<file path="src/rtl/led_matrix_scanner_if.sv">
// rtl/led_matrix_scanner_if.sv - frame load port for led_matrix_scanner
//
// Carries one full ROWS x COLS frame per accepted transfer.
//   frame_in    : row r at bits [r*COLS +: COLS], bit COLS-1 of a row = leftmost column
//   frame_valid : producer has a frame on frame_in
//   frame_ready : consumer shadow buffer is free; transfer fires on valid && ready
// master = frame producer (game logic), slave = scanner.

interface led_matrix_scanner_if #(
    parameter int ROWS = 8,
    parameter int COLS = 8
);
    logic [ROWS*COLS-1:0] frame_in;
    logic                 frame_valid;
    logic                 frame_ready;

    modport master (output frame_in, output frame_valid, input frame_ready);
    modport slave  (input frame_in, input frame_valid, output frame_ready);
endinterface

</file>
<file path="src/rtl/led_matrix_scanner.sv">
// rtl/led_matrix_scanner.sv - double-buffered multiplexed LED matrix scanner
//
// Accepts whole frames into a shadow buffer and swaps them into the active
// buffer only at frame boundaries, then scans the active frame onto the
// matrix pins either one pixel or one row per slot, with per-slot PWM dwell.
//
// Ports:
//   clk         : system clock, rising edge
//   reset       : asynchronous active-low reset
//   load        : frame load port (slave side of led_matrix_scanner_if)
//   row_mode    : 0 = pixel scan, 1 = row scan; taken at frame boundary only
//   brightness  : PWM duty code, sampled every cycle
//   blank       : force display dark from the next cycle; scan keeps running
//   out_cathode : active-low row select, row 0 on the MSB
//   out_anode   : active-high column drive
//   frame_start : one-cycle pulse on the first output cycle of each frame

module led_matrix_scanner #(
    parameter int ROWS     = 8,
    parameter int COLS     = 8,
    parameter int DWELL    = 1,
    parameter int BRIGHT_W = 3
) (
    input  logic                clk,
    input  logic                reset,
    led_matrix_scanner_if.slave load,
    input  logic                row_mode,
    input  logic [BRIGHT_W-1:0] brightness,
    input  logic                blank,
    output logic [ROWS-1:0]     out_cathode,
    output logic [COLS-1:0]     out_anode,
    output logic                frame_start
);
    localparam int RW = $clog2(ROWS);
    localparam int CW = $clog2(COLS);
    localparam int DW = (DWELL > 1) ? $clog2(DWELL) : 1;
    localparam int PW = $clog2(DWELL) + BRIGHT_W + 1;

    logic [ROWS-1:0][COLS-1:0] shadow_q, shadow_d;
    logic [ROWS-1:0][COLS-1:0] active_q, active_d;
    logic                      pending_q, pending_d;
    logic                      mode_q, mode_d;
    logic [RW-1:0]             r_q, r_d;
    logic [CW-1:0]             c_q, c_d;
    logic [DW-1:0]             d_q, d_d;
    logic [ROWS-1:0]           cathode_q, cathode_d;
    logic [COLS-1:0]           anode_q, anode_d;
    logic                      frame_start_q, frame_start_d;

    logic                      slot_end;
    logic                      row_end;
    logic                      boundary;
    logic                      load_fire;
    logic [PW-1:0]             on_cycles;
    logic [COLS-1:0]           row_bits;

    // Slot / row / frame completion, all judged on the current counter state.
    always_comb begin
        slot_end  = (d_q == DW'(DWELL - 1));
        row_end   = slot_end && (mode_q || (c_q == '0));
        boundary  = row_end && (r_q == RW'(ROWS - 1));
        load_fire = load.frame_valid && !pending_q;
    end

    // Registered flag only: no path from frame_valid to frame_ready.
    assign load.frame_ready = !pending_q;

    // Double buffer. A load can only fire with pending clear, so a load that
    // coincides with a boundary fills the shadow but leaves active alone.
    always_comb begin
        shadow_d  = shadow_q;
        active_d  = active_q;
        pending_d = pending_q;
        mode_d    = mode_q;
        if (load_fire) begin
            shadow_d = load.frame_in;
        end
        if (boundary) begin
            mode_d = row_mode;
            if (pending_q) begin
                active_d  = shadow_q;
                pending_d = 1'b0;
            end
        end
        if (load_fire) begin
            pending_d = 1'b1;
        end
    end

    // Scan counters: dwell innermost, then column (pixel mode only), then row.
    // In row mode the column counter simply rests at COLS-1.
    always_comb begin
        r_d = r_q;
        c_d = c_q;
        d_d = d_q;
        if (!slot_end) begin
            d_d = d_q + 1'b1;
        end else begin
            d_d = '0;
            if (row_end) begin
                c_d = CW'(COLS - 1);
                r_d = (r_q == RW'(ROWS - 1)) ? '0 : r_q + 1'b1;
            end else begin
                c_d = c_q - 1'b1;
            end
        end
    end

    // Pin values for the slot the counters point at; registered below so the
    // pins lag the counters by exactly one cycle.
    always_comb begin
        on_cycles = ((PW'(brightness) + PW'(1)) * PW'(DWELL)) >> BRIGHT_W;
        row_bits  = active_q[r_q];
        cathode_d = '1;
        anode_d   = '0;
        for (int i = 0; i < ROWS; i++) begin
            if (i == ROWS - 1 - int'(r_q)) begin
                cathode_d[i] = 1'b0;
            end
        end
        for (int i = 0; i < COLS; i++) begin
            anode_d[i] = row_bits[i] && (mode_q || (i == int'(c_q)));
        end
        if (blank || (PW'(d_q) >= on_cycles)) begin
            anode_d = '0;
        end
        if (blank) begin
            cathode_d = '1;
        end
        frame_start_d = (r_q == '0) && (c_q == CW'(COLS - 1)) && (d_q == '0);
    end

    always_ff @(posedge clk or negedge reset) begin
        if (!reset) begin
            shadow_q      <= '0;
            active_q      <= '0;
            pending_q     <= 1'b0;
            mode_q        <= 1'b0;
            r_q           <= '0;
            c_q           <= CW'(COLS - 1);
            d_q           <= '0;
            cathode_q     <= '1;
            anode_q       <= '0;
            frame_start_q <= 1'b0;
        end else begin
            shadow_q      <= shadow_d;
            active_q      <= active_d;
            pending_q     <= pending_d;
            mode_q        <= mode_d;
            r_q           <= r_d;
            c_q           <= c_d;
            d_q           <= d_d;
            cathode_q     <= cathode_d;
            anode_q       <= anode_d;
            frame_start_q <= frame_start_d;
        end
    end

    assign out_cathode = cathode_q;
    assign out_anode   = anode_q;
    assign frame_start = frame_start_q;

endmodule

</file>
<file path="src/flat_wrapper.sv">
// flat-port wrapper written by rule: the top's interface ports become plain ports
module led_matrix_scanner_flat 
#(
    parameter int ROWS     = 8,
    parameter int COLS     = 8,
    parameter int DWELL    = 1,
    parameter int BRIGHT_W = 3
)
  (clk, reset, row_mode, brightness, blank, out_cathode, out_anode, frame_start, load_frame_in, load_frame_valid, load_frame_ready);
  led_matrix_scanner_if #(.ROWS(ROWS), .COLS(COLS)) load_i ();
  input  logic clk;
  input  logic reset;
  input  logic row_mode;
  input  logic [BRIGHT_W-1:0] brightness;
  input  logic blank;
  output logic [ROWS-1:0] out_cathode;
  output logic [COLS-1:0] out_anode;
  output logic frame_start;
  input wire logic [$bits(load_i.frame_in)-1:0] load_frame_in;
  input wire logic [$bits(load_i.frame_valid)-1:0] load_frame_valid;
  output wire logic [$bits(load_i.frame_ready)-1:0] load_frame_ready;
  assign load_i.frame_in = load_frame_in;
  assign load_i.frame_valid = load_frame_valid;
  assign load_frame_ready = load_i.frame_ready;
  led_matrix_scanner #(.ROWS(ROWS), .COLS(COLS), .DWELL(DWELL), .BRIGHT_W(BRIGHT_W)) u_core (.clk(clk), .reset(reset), .load(load_i), .row_mode(row_mode), .brightness(brightness), .blank(blank), .out_cathode(out_cathode), .out_anode(out_anode), .frame_start(frame_start));
endmodule
</file>
<file path="config.mk">
export PLATFORM = sky130hd
export DESIGN_NAME = led_matrix_scanner_flat
export DESIGN_NICKNAME = d
export VERILOG_FILES = /design/src/rtl/led_matrix_scanner_if.sv /design/src/rtl/led_matrix_scanner.sv /design/src/flat_wrapper.sv
export SDC_FILE = /design/constraint.sdc
export NUM_CORES = 1
export LEC_CHECK = 0
export ABC_CLOCK_PERIOD_IN_PS = 3800
export BUFFER_PORTS_ARGS = -buffer_cell sky130_fd_sc_hd__buf_2
export CAP_MARGIN = 20
export CORE_ASPECT_RATIO = 1.25
export CORE_MARGIN = 2
export CORE_UTILIZATION = 50
export CTS_BUF_LIST = sky130_fd_sc_hd__clkbuf_8
export DETAILED_ROUTE_END_ITERATION = 16
export PLACE_DENSITY = 0.77
export SLEW_MARGIN = 0
export SYNTH_ARGS = -nofsm -noshare
export SYNTH_HDL_FRONTEND = slang
export SYNTH_SLANG_ARGS = --single-unit
</file>
<file path="constraint.sdc">
create_clock -name clk -period 3.8 [get_ports clk]
set_clock_uncertainty 0.2 [all_clocks]
set_input_delay 0.76 -clock clk [delete_from_list [all_inputs] [get_ports clk]]
set_output_delay 0.76 -clock clk [all_outputs]
set_load 0.02 [all_outputs]
</file>
# --- Word level (Yosys, flattened, before mapping) ---
# Index checks and enable logic that the tools add are counted.
totals:
  latchBits: 0
  register_bits: 154
  ram_bits: 0
  n_memories: 0
  inputBits: 72
  rom_bits: 0
  wordCells: 96
  out_inout_bits: 18
op_classes:
  n_reduce_logical: 31
  n_mul: 0
  mux: 17
  n_addsub: 5
  eq_ne: 16
  shift: 0
  n_lt_le_gt_ge: 2
  div_mod_pow: 0
  bitwise: 1
op_table:
  columns: ["cell", "count"]
  rows:
  - ["4-bit by 32-bit equality test with 1-bit output (first input constant)", 4]
  - ["3-bit by 32-bit equality test with 1-bit output (first input constant)", 2]
  - ["2-bit by 32-bit equality test with 1-bit output (first input constant)", 1]
  - ["32-bit zero test", 1]
  - ["8-bit binary-select mux with 3-bit select", 1]
  - ["8-bit 2-to-1 mux", 3]
  - ["1-bit logical AND", 13]
  - ["3-bit equality test (first input constant)", 4]
  - ["1-bit 2-to-1 mux", 11]
  - ["1-bit logical OR", 10]
  - ["3-bit zero test", 3]
  - ["2-bit by 3-bit equality test with 1-bit output (first input constant)", 2]
  - ["3-bit equality test (second input constant)", 2]
  - ["3-bit 2-to-1 mux", 2]
  - ["3-bit by 1-bit adder with 4-bit output (second input constant)", 1]
  - ["3-bit by 4-bit less-than comparator with 1-bit output (second input constant)", 1]
  - ["2-bit AND reduction", 2]
  - ["3-bit by 3-bit subtractor with 4-bit output (first input constant)", 1]
  - ["3-bit by 1-bit adder with 3-bit output (second input constant)", 1]
  - ["1-bit by 3-bit equality test with 1-bit output (first input constant)", 1]
  - ["3-bit by 1-bit subtractor with 3-bit output (second input constant)", 1]
  - ["2-bit nonzero test", 1]
  - ["1-bit adder (second input constant)", 1]
  - ["1-bit greater-or-equal comparator", 1]
  - ["2 further kinds", 2]

# --- Depth between registers and ports, before layout ---
logic_depth:
  word_depth: 6
  depth_mapped: 7
  depth_no_buf: 5

# --- Least setup slack after synthesis ---
# Ideal clock, no wire load.
synth_timing:
  path_kind: "register -> register"
  from: "register u_core.c_q[0]"
  to: "register u_core.active_q[15] in the netlist's numbering"
  setup_time_ns: 0.125
  slack_ns: 1.766
  synth_period_minus_slack_ns: 2.034
  required_time_ns: 3.475
  path_stages_with_launch: 8
  t_arrival_ns: 1.709
  path_buffers: 2
  path_cell_list: "dfstp_2 inv_1 ha_1 nor2b_4 o211ai_2 buf_6 buf_6 mux2_4"
synth_between:
  elab_chain_cells: 5
synth_lines:
  columns: ["item", "line_no", "source"]
  rows:
  - ["start, declared", "led_matrix_scanner.sv:44", "logic [CW-1:0] c_q, c_d;"]
  - ["start signal, assigned", "led_matrix_scanner.sv:140", "c_q <= CW'(COLS - 1);"]
  - ["3-bit zero test", "led_matrix_scanner.sv:60", "row_end = slot_end && (mode_q || (c_q == '0));"]
  - ["1-bit logical OR", "led_matrix_scanner.sv:60", null]
  - ["1-bit logical AND", "led_matrix_scanner.sv:60", null]
  - ["1-bit logical AND", "led_matrix_scanner.sv:61", "boundary = row_end && (r_q == RW'(ROWS - 1));"]
  - ["2-bit AND reduction (no source line)", null, null]
  - ["end signal, assigned", "led_matrix_scanner.sv:147", "active_q <= active_d;"]
  - ["end, declared", "led_matrix_scanner.sv:40", "logic [ROWS-1:0][COLS-1:0] active_q, active_d;"]
# No other way between the ends.
# A chain may end at the register's enable or synchronous reset.

# --- Worst setup path in the final report ---
layout_timing:
  from: "register u_core.c_q[0]"
  to: "register u_core.active_q[16] in the netlist's numbering"
# Same word-level chain as after synthesis.

==> flow_summary.yaml <==
setup_path:
  critPathMaxFanout: 33
  slowest_delay_ns: 0.56
  end_kind: "register"
  critPathTopFamily: "flip-flops"
  arrival_ns: 2.51
  start_kind: "register"
  crit_buf_inv: 2
  required_ns: 3.92
  critPathKind: "register to register"
  cpMaxStageDelayCell: "dfstp_2"
  crit_chain: "inv_1, ha_1, nor2b_4, o211ai_4, buf_4, mux2_2"
cts:
  clk_pin_slew_worst_paths_ns: 0.08
  cts_hold_buf: 0
  cts_buffers: 17
  postCtsSetupRepairBufs: 0
  root_buffer: "clkbuf_8"
  ctsResizeCount: 0
  cts_buffer_depth: 2
  htreeDepth: 4
  cts_tree: "yes"
  cts.sinks: 153
  insertion_delay_ns: 0.45
power_and_ir_drop:
  netSwitchingFraction: 0.296
  power.switching_mw: 1.90
  p_total_mw: 6.43
  power_frac_clock: 0.222
  internal_power_mw: 4.53
  p_per_area_nw_per_um2: 844
  ir_drop_v: 0.000316
  power.static_leakage_nw: 3.63
  seqPwrFrac: 0.450
  combinationalPowerShare: 0.327
global_route:
  met3_usage: 0.0395
  grt_use_met2: 0.321
  met1_usage: 0.230
  track_usage: 0.188
  grt_busiest_layer: "met2"
  grt_max_degree: 81
  grt_pass1_wl_um: 20300
  grt_pass1_vias: 4071
  antenna_found_initial: 0
  grt.overflow.total: 0
sta:
  finalCritPeriodShare: 0.629
  timing.slew.headroom: 0.451
  holdWs_ns: 0.142
  tightest_slew_ns: 0.824
  report.final.hold_viol_count: 0
  rsz0062_at_grt: "no"
  fin_tns_setup_ns: 0
  max_freq_ghz: 0.419
  drv_slew: 0
  worst_slack_ns: 1.41
  final-setup-viol-count: 0
  fin_crit_ns: 2.39
finish:
  diodes: 0
  final_common_cell: "dfrtp_1"
  drive_gt1_frac: 0.535
  mostFrequentLayoutCells: "dfrtp_1, mux2_2, buf_2, mux2_4, clkbuf_8"
  regArea_um2: 3840
  nets: 601
  multi_input_area_um2: 2560
  area_delta_synth_final_pct: 15.7
  fillers: 984
floorplanning:
  rows: 46
  dieArea_um2: 14100
  fp.coreArea_um2: 12800
  io_pins: 90
  dieHeight_um: 132
  die_w_um: 107
  initial_core_util: 0.515
routing:
  initialDrtViolationCount: 116
  viasPerCell: 5.23
  wl_per_cell_um: 17.6
  final_antenna_net_count: 0
  drc: 0
  drt-total-wl_um: 12300
  dr.pass1.iters: 4
  via_count: 3656
yosys:
  yosys-top-cells-area: "dfrtp_1, mux2_2, mux2_4"
  synth_cell_type_count: 31
  mappedNetlistArea_um2: 6590
  syn_nets: 512
  yosys.area.top_type: "dfrtp_1"
  yosysTopAreaCellShare: 0.540
  synthCells: 429
  ys_ff_latch: 153
  yosys_warnings: 0
  syn_avg_cell_area_um2: 15.4
  seq_area_frac_synth: 0.583
flow_run:
  maxCapViolCount: 0
placed_design:
  gp_congestion: 0.846
  dpl_worst_slack_ns: 1.38
  dp_hpwl_um: 8400
  io_buffers: 89
worst_hold_path:
  hp-class: "input port to asynchronous set/reset pin"
run_status:
  outcome: "completed"
-- final timing paths --
check	slack, ns	start	end	depth (start not counted)
max reg2reg	1.41	u_core.c_q[0]$_DFF_PN1_	u_core.active_q[16]$_DFFE_PN0P_	6
max in group asynchronous	2.48	reset	u_core.c_q[0]$_DFF_PN1_	2
min in group clk	0.28	u_core.c_q[0]$_DFF_PN1_	u_core.c_q[0]$_DFF_PN1_	1
max	1.41	u_core.c_q[0]$_DFF_PN1_	u_core.active_q[16]$_DFFE_PN0P_	6
min reg2reg	0.28	u_core.c_q[0]$_DFF_PN1_	u_core.c_q[0]$_DFF_PN1_	1
min	0.14	reset	u_core.shadow_q[62]$_DFFE_PN0P_	1
-- power groups by stage --
| stage | clock [mW] | combinational, mW | sequential, mW |
|---|---|---|---|
| finish | 1.43 | 2.11 | 2.90 |
| global route | 1.53 | 2.29 | 2.99 |
| CTS | 1.46 | 2.13 | 2.90 |
| detailed placement | 0 | 2.11 | 2.92 |
| global placement | 0 | 2.04 | 2.88 |
| floorplan | 0 | 1.78 | 2.72 |
-- metal layers --
| layer | vias up | routed length [um] |
|---|---|---|
| met2 | 75 | 6360 |
| met5 | - | 0 |
| met1 | 1860 | 5250 |
| met4 | 0 | 255 |
| met3 | 19 | 404 |
| li1 | 1702 | - |
-- cells by family (layout without fill, tap and decap cells) --
group,Yosys count,count (layout),share of synthesized area
muxes,153,153,0.289
DFF,153,153,0.583
and+or+nand+nor,46,46,0.0395
AOI/OAI and AO/OA,34,34,0.0367
buffers and inverters,31,133,0.0296
adders and majority gates,11,11,0.0209
xor gates and xnor gates,1,1,0.00133
-- stage by stage --
| stage | std cells | area [um^2] | util |
|---|---|---|---|
| finish | 699 | 7620 | 0.597 |
| global placement | 667 | 7150 | 0.560 |
| global route | 699 | 7620 | 0.597 |
| CTS | 699 | 7620 | 0.597 |
| floorplan | 429 | 6590 | - |
| detailed placement | 667 | 7150 | 0.560 |
-- synth_stat cells (all sizes together) --
master     n
a211o      4
nand2b     4
and4       1
mux2     148
inv        6
a2111oi    4
dfstp     11
dfrtp    142
clkbuf     3
o22ai      8
nor2       5
nand4b     1
mux2i      5
o221ai     1
a21oi      4
a211oi     7
nor3       5
nand2     10
and4b      1
nor2b     16
xnor2      1
o211ai     1
o21ai      4
nor4       3
buf       22
o21a       1
ha        11
-- sequential cells by signal, summed over array words and instances, names as in the netlist --
register and flops:
u_core.active_q 64, u_core.pending_q 1, u_core.out_anode 8, u_core.r_q 3, u_core.shadow_q 64, u_core.out_cathode 8
u_core.mode_q 1, u_core.c_q 3, u_core.frame_start 1
-- area by class of cell --
cell class | instances | share of cell area
multi-input cells | 245 | 0.337
well taps | 168 | 0.0276
clock buffers | 19 | 0.0343
repair buffers | 95 | 0.0668
inverters | 6 | 0.00295
clock inverters | 13 | 0.0277
flip-flops and latches | 153 | 0.504
Power figures use the tool's default switching activity.
